===== config.mk =====
export PLATFORM = sky130hd
export DESIGN_NAME = aes_req_arbiter
export DESIGN_NICKNAME = d
export VERILOG_FILES = /design/src/rtl/aes_req_arbiter.sv
export SDC_FILE = /design/constraint.sdc
export NUM_CORES = 1
export LEC_CHECK = 0
export BUFFER_PORTS_ARGS = -buffer_cell sky130_fd_sc_hd__buf_2
export CAP_MARGIN = 20
export CORE_AREA = 2 2 299 301
export CTS_CLUSTER_DIAMETER = 100
export DETAILED_ROUTE_END_ITERATION = 7
export DIE_AREA = 0 0 301 303
export GPL_TIMING_DRIVEN = 0
export PLACE_DENSITY = 0.4
export REMOVE_ABC_BUFFERS = 1
export SLEW_MARGIN = 5
export SYNTH_ARGS = -nofsm -noshare
export SYNTH_HDL_FRONTEND = slang
export SYNTH_SLANG_ARGS = --single-unit

===== constraint.sdc =====
create_clock -name clk -period 13.4 [get_ports clk]
set_clock_uncertainty 0.1 [all_clocks]
set_input_delay 0.67 -clock clk [delete_from_list [all_inputs] [get_ports clk]]
set_output_delay 0.67 -clock clk [all_outputs]
set_load 0.05 [all_outputs]

===== src/rtl/aes_req_arbiter.sv =====
// aes_req_arbiter: shares one fixed-latency AES-128 encryption pipeline between
// two requesters. Arbitration is round-robin, and each requester has a limit on
// blocks in flight. A {valid, id} tag travels through a shadow pipeline that is
// aligned with the core, so each ciphertext is returned to the requester that
// issued it.
//
// Ports
//   clk, rst          rising-edge clock, asynchronous active-high reset
//   reqN_valid/data   plaintext offer from requester N (N = 0, 1)
//   reqN_ready        combinational grant; a block is accepted when valid & ready
//   core_din/_valid   registered plaintext into the AES core
//   core_dout/_valid  ciphertext returned by the AES core, LATENCY cycles later
//   rspN_valid/data   one-cycle ciphertext strobe to requester N; data holds
//   align_err         sticky flag: the core output and the tag pipeline disagreed
//   busy              some block is still in flight for either requester
module aes_req_arbiter #(
    parameter int unsigned LATENCY = 9,   // core valid shift depth, >= 2
    parameter int unsigned MAX_OUT = 4,   // per-requester in-flight limit, 1..15
    localparam int unsigned DATA_W = 128
) (
    input  logic              clk,
    input  logic              rst,
    input  logic              req0_valid,
    input  logic [DATA_W-1:0] req0_data,
    output logic              req0_ready,
    input  logic              req1_valid,
    input  logic [DATA_W-1:0] req1_data,
    output logic              req1_ready,
    output logic [DATA_W-1:0] core_din,
    output logic              core_din_valid,
    input  logic [DATA_W-1:0] core_dout,
    input  logic              core_dout_valid,
    output logic              rsp0_valid,
    output logic [DATA_W-1:0] rsp0_data,
    output logic              rsp1_valid,
    output logic [DATA_W-1:0] rsp1_data,
    output logic              align_err,
    output logic              busy
);

    localparam int unsigned CNT_W = 4;
    localparam logic [CNT_W-1:0] CNT_MAX = CNT_W'(MAX_OUT);
    localparam logic [CNT_W-1:0] CNT_ONE = CNT_W'(1);

    typedef struct packed {
        logic valid;
        logic id;
    } tag_t;

    logic                      elig0;
    logic                      elig1;
    logic                      grant0;
    logic                      grant1;
    logic                      last_grant;
    logic [CNT_W-1:0]          cnt0;
    logic [CNT_W-1:0]          cnt1;
    logic [CNT_W-1:0]          cnt0_nxt;
    logic [CNT_W-1:0]          cnt1_nxt;
    tag_t                      tag_s0;
    tag_t [LATENCY-1:0]        tag_pipe;
    tag_t                      tag_last;
    logic                      ret0;
    logic                      ret1;

    // Round-robin grant. When both requesters are eligible, the one that did
    // not win last time wins now.
    always_comb begin
        elig0  = req0_valid && (cnt0 < CNT_MAX);
        elig1  = req1_valid && (cnt1 < CNT_MAX);
        grant0 = elig0 && (!elig1 || last_grant);
        grant1 = elig1 && (!elig0 || !last_grant);
    end

    assign req0_ready = grant0;
    assign req1_ready = grant1;

    // The tag leaving the shadow pipeline lines up with core_dout_valid.
    assign tag_last = tag_pipe[LATENCY-1];

    // A credit is returned whenever a valid tag leaves the pipeline, including
    // when the core dropped the block, so credits are never leaked.
    always_comb begin
        ret0 = tag_last.valid && !tag_last.id;
        ret1 = tag_last.valid &&  tag_last.id;
    end

    // Next outstanding counts. Accept and return in the same cycle cancel out.
    always_comb begin
        cnt0_nxt = cnt0;
        cnt1_nxt = cnt1;
        unique case ({grant0, ret0})
            2'b10:   cnt0_nxt = cnt0 + CNT_ONE;
            2'b01:   cnt0_nxt = (cnt0 != '0) ? cnt0 - CNT_ONE : cnt0;
            default: cnt0_nxt = cnt0;
        endcase
        unique case ({grant1, ret1})
            2'b10:   cnt1_nxt = cnt1 + CNT_ONE;
            2'b01:   cnt1_nxt = (cnt1 != '0) ? cnt1 - CNT_ONE : cnt1;
            default: cnt1_nxt = cnt1;
        endcase
    end

    // Core input register and round-robin history.
    always_ff @(posedge clk or posedge rst) begin
        if (rst) begin
            core_din       <= '0;
            core_din_valid <= 1'b0;
            last_grant     <= 1'b1;
        end else begin
            core_din_valid <= grant0 || grant1;
            if (grant0) begin
                core_din   <= req0_data;
                last_grant <= 1'b0;
            end else if (grant1) begin
                core_din   <= req1_data;
                last_grant <= 1'b1;
            end
        end
    end

    // Shadow tag pipeline. tag_s0 sits alongside core_din_valid, and the
    // following LATENCY stages match the core's internal valid shift.
    always_ff @(posedge clk or posedge rst) begin
        if (rst) begin
            tag_s0   <= '0;
            tag_pipe <= '0;
        end else begin
            tag_s0.valid <= grant0 || grant1;
            tag_s0.id    <= grant1;
            tag_pipe     <= {tag_pipe[LATENCY-2:0], tag_s0};
        end
    end

    // Steer the ciphertext back to the requester named by the tag.
    always_ff @(posedge clk or posedge rst) begin
        if (rst) begin
            rsp0_valid <= 1'b0;
            rsp0_data  <= '0;
            rsp1_valid <= 1'b0;
            rsp1_data  <= '0;
        end else begin
            rsp0_valid <= core_dout_valid && ret0;
            rsp1_valid <= core_dout_valid && ret1;
            if (core_dout_valid && ret0) begin
                rsp0_data <= core_dout;
            end
            if (core_dout_valid && ret1) begin
                rsp1_data <= core_dout;
            end
        end
    end

    // Sticky misalignment flag.
    always_ff @(posedge clk or posedge rst) begin
        if (rst) begin
            align_err <= 1'b0;
        end else if (core_dout_valid != tag_last.valid) begin
            align_err <= 1'b1;
        end
    end

    // Outstanding counters. busy is registered from the next counts so that it
    // tracks the counters in the same cycle.
    always_ff @(posedge clk or posedge rst) begin
        if (rst) begin
            cnt0 <= '0;
            cnt1 <= '0;
            busy <= 1'b0;
        end else begin
            cnt0 <= cnt0_nxt;
            cnt1 <= cnt1_nxt;
            busy <= (cnt0_nxt != '0) || (cnt1_nxt != '0);
        end
    end

endmodule

==> summary.md <==
| Metric | Value |
|---|---|
| Nets | `roughly 2400` |
| Crit path max-delay family | `buffers and inverters` |
| WP buf/inv | `4` |
| Starting Density | `0.1843` |
| Vias in the first global route | `13118` |
| Crit path DAT | `a little under 3 ns` |
| DIE HEIGHT | `303 um` |
| Asr flop ratio synth | `1.000` |
| Required @ worst endpoint | `about 13 ns` |
| Top cells by count, synth | `416 x dfrtp_1, 266 x nand2_1, 258 x mux2_2, 130 x a22oi_1, 55 x buf_2` |
| R2R depth | `12` |
| Die area | `~90000 um^2` |
| Hold WS | `0.06825 ns` |
| Filler Cells Inserted | `between 9000 and 10000` |
| Dominant cell type by area after synthesis | `dfrtp_1` |
| Final Hold Viols | `0` |
| Post-synth EDFFs | `0` |
| Prevailing post-synth register cell | `dfrtp_1` |
| TritonRoute pass-1 iters | `4` |
| Gr usage total | `0.1138` |
| Root buf cell | `clkbuf_16` |
| Die W | `about 300 um` |
| Final cycle utilization of the critical path | `0.2783` |
| Unrepaired setup endpoints after global routing | `no` |
| Post-Layout Cell Count | `about 3200` |
| Hold-fix buffers, CTS | `0` |
| Hold crit path type | `in2async` |
| Post-layout util | `0.2635` |
| DRC viols | `0` |
| Reg2Reg Setup Slack | `roughly 10 ns` |
| Placer congestion estimate | `0.8280` |
| Clk sinks | `between 400 and 500` |
| R2R Path Start | `cnt0[2]` |
| F_max | `roughly 0.27 GHz` |
| CTS buffer count | `50` |
| Avg Inst Size Synth | `approximately 13 um^2` |
| Seq cells post-synth | `approximately 420` |
| Clk_lat worst skew | `~0.58 ns` |
| Post-CTS Setup Bufs | `0` |
| Dpl hpwl | `a little over 40000 um` |
| Final antenna-violating net count | `0` |
| Core region area | `87970 um^2` |
| DR iter-0 viols | `620` |
| CP Launch Type | `flip-flop` |
| YS warnings | `0` |
| Dpl cells | `3102` |
| # IOs | `between 700 and 800` |
| CTS tree | `yes` |
| First-pass GRT wire length | `80150 um` |
| Unique cell type count in the Yosys netlist | `40` |
| Reg2reg end | `busy` |
| Post_cts resized | `0` |
| Register area share after synthesis | `0.6438` |
| Worst Tran Pin Value | `about 0.76 ns` |
| Top cell type's share of synthesized area | `0.6422` |
| Pins Over Slew Limit | `0` |
| Area of the multi-input gates | `about 5400 um^2` |
| Max Cap Viol | `0` |
| Total gr overflow | `0` |
| Post-DR wirelength/cell | `17.08 um` |
| Initial antenna violation count | `6` |
| Clk slew on worst S/H paths | `about 0.060 ns` |
| Port Buffers | `779` |
| DRT Wirelength | `54540 um` |
| Slew HR | `0.4949` |
| Via count | `about 13000` |
| Most common cell in the netlist | `dfrtp_1` |
| Maximum clock path buffer count | `3` |
| P&R area growth vs syn | `42.96%` |
| Setup WS post-layout | `9.670 ns` |
| Share of cells above drive strength 1 | `0.5647` |
| Cells after Synth | `approximately 1200` |
| CP peak stage delay | `between 0.4 and 0.5 ns` |
| Vias per std cell | `about 3.9` |
| Min Tclk post-route | `3.730 ns` |
| Pin count of the biggest net entering global routing | `120` |
| Count of final setup violators | `0` |
| Setup crit end kind | `output port` |
| Sequential cell area | `between 10000 and 15000 um^2` |
| Synth Cell Area | `about 16000 um^2` |
| Worst setup path class | `reg2out` |
| Pre-CTS WS | `between 9 and 10 ns` |
| Ranking of synthesized cells by area | `dfrtp_1 64%, mux2_2 18%, nand2_1 6.2%, a22oi_1 6.0%, buf_2 1.7%` |
| Slowest cell on crit path | `dfrtp_1` |
| Critical-path cell list | `nor3b_1, a21oi_4, inv_1, nand2_1, inv_6, buf_16, buf_2` |
| Outcome | `finished clean` |
| Row cnt | `approximately 110` |
| Crit path max fanout | `95` |
| CTS H-tree lvls | `2` |
[sequential cells by signal (all words and copies together) (netlist names), 2 cells and up]
| register | flops |
|---|---|
| core_din | 128 |
| cnt1 | 4 |
| tag_s0 | 2 |
| tag_last | 2 |
| rsp1_data | 128 |
| tag_pipe | 16 |
| cnt0 | 4 |
| rsp0_data | 128 |
[layout make-up]
cell class                      instances  share of cell area
Sequential cell                       417              0.4503
Antenna cell                            2           0.0002160
Timing Repair Buffer                  794              0.1835
Multi-Input combinational cell        715              0.2325
Clock buffer                           71             0.06085
Inverter                               11            0.002538
Tap cell                             1165             0.06290
Clock inverter                         18            0.007181
[how the worst max path moves through the flow]
stage | end | depth (start not counted) | slack, ns | from
3_3_place_gp | rsp0_data[80] | 2 | -4.14 | rst
2_1_floorplan | align_err | 1 | 1.03 | rst
3_5_place_dp | busy | 13 | 9.50 | req0_valid
6_report | req1_ready | 7 | 9.67 | cnt0[2]
5_1_grt | req1_ready | 7 | 9.37 | cnt0[3]
4_1_cts | req1_ready | 7 | 9.52 | cnt0[3]
[kinds of logic after synthesis]
group / synth area share
multiplexers: 0.1820
adder cells (fa/ha/maj): 0.006175
AND/OR/NAND/NOR: 0.07634
XOR/XNOR: 0.0005404
flip-flops: 0.6438
buffers and inverters: 0.02508
AO/OA/AOI/OAI: 0.06607
[stage by stage]
| stage | TNS, ns | cell area, um^2 |
|---|---|---|
| 3_5_place_dp | 0 | 21590 |
| 5_1_grt | 0 | 23170 |
| 2_1_floorplan | 0 | 15850 |
| 6_report | 0 | 23170 |
| 3_3_place_gp | -1688.43 | 21200 |
| 4_1_cts | 0 | 23170 |
[cell usage in the layout, fill, tap and decap left out, types with 2 or more instances in the layout]
master / n
buf_16: 7
o21ai_0: 4
o31ai_1: 3
a22oi_1: 130
dfrtp_1: 416
mux2_2: 258
buf_12: 8
nand2_1: 266
nor2_1: 4
clkbuf_16: 50
clkinv_2: 11
inv_1: 7
nor3b_1: 2
or3b_2: 3
ha_1: 8
clkbuf_1: 13
nand3_1: 6
clkbuf_8: 8
nor4_1: 2
mux2i_1: 3
nor2b_1: 6
buf_2: 779
inv_6: 3
clkinvlp_4: 3
diode_2: 2
nand2b_1: 2
[per-layer routing]
layer,up-vias,global-route usage,wire (um)
met5,-,0,0
met4,0,0.03696,1507
met3,80,0.03480,4531
met2,520,0.2086,28560
met1,6227,0.1246,19940
li1,5781,-,-
[worst register-to-register path, cell delays in order, from the launching register on]
cell and delay (ns):
dfrtp_1 0.46, nor3b_1 0.43, nor2b_4 0.42, inv_2 0.08
nand2_1 0.17, inv_6 0.13, buf_16 0.24, ha_1 0.32
or3b_2 0.21, mux2i_1 0.06, a221o_1 0.29, nor4_1 0.31
nand2_1 0.12
Power is not shown: default switching activity piles up to over one toggle a cycle in this logic, so the estimate is an artifact.
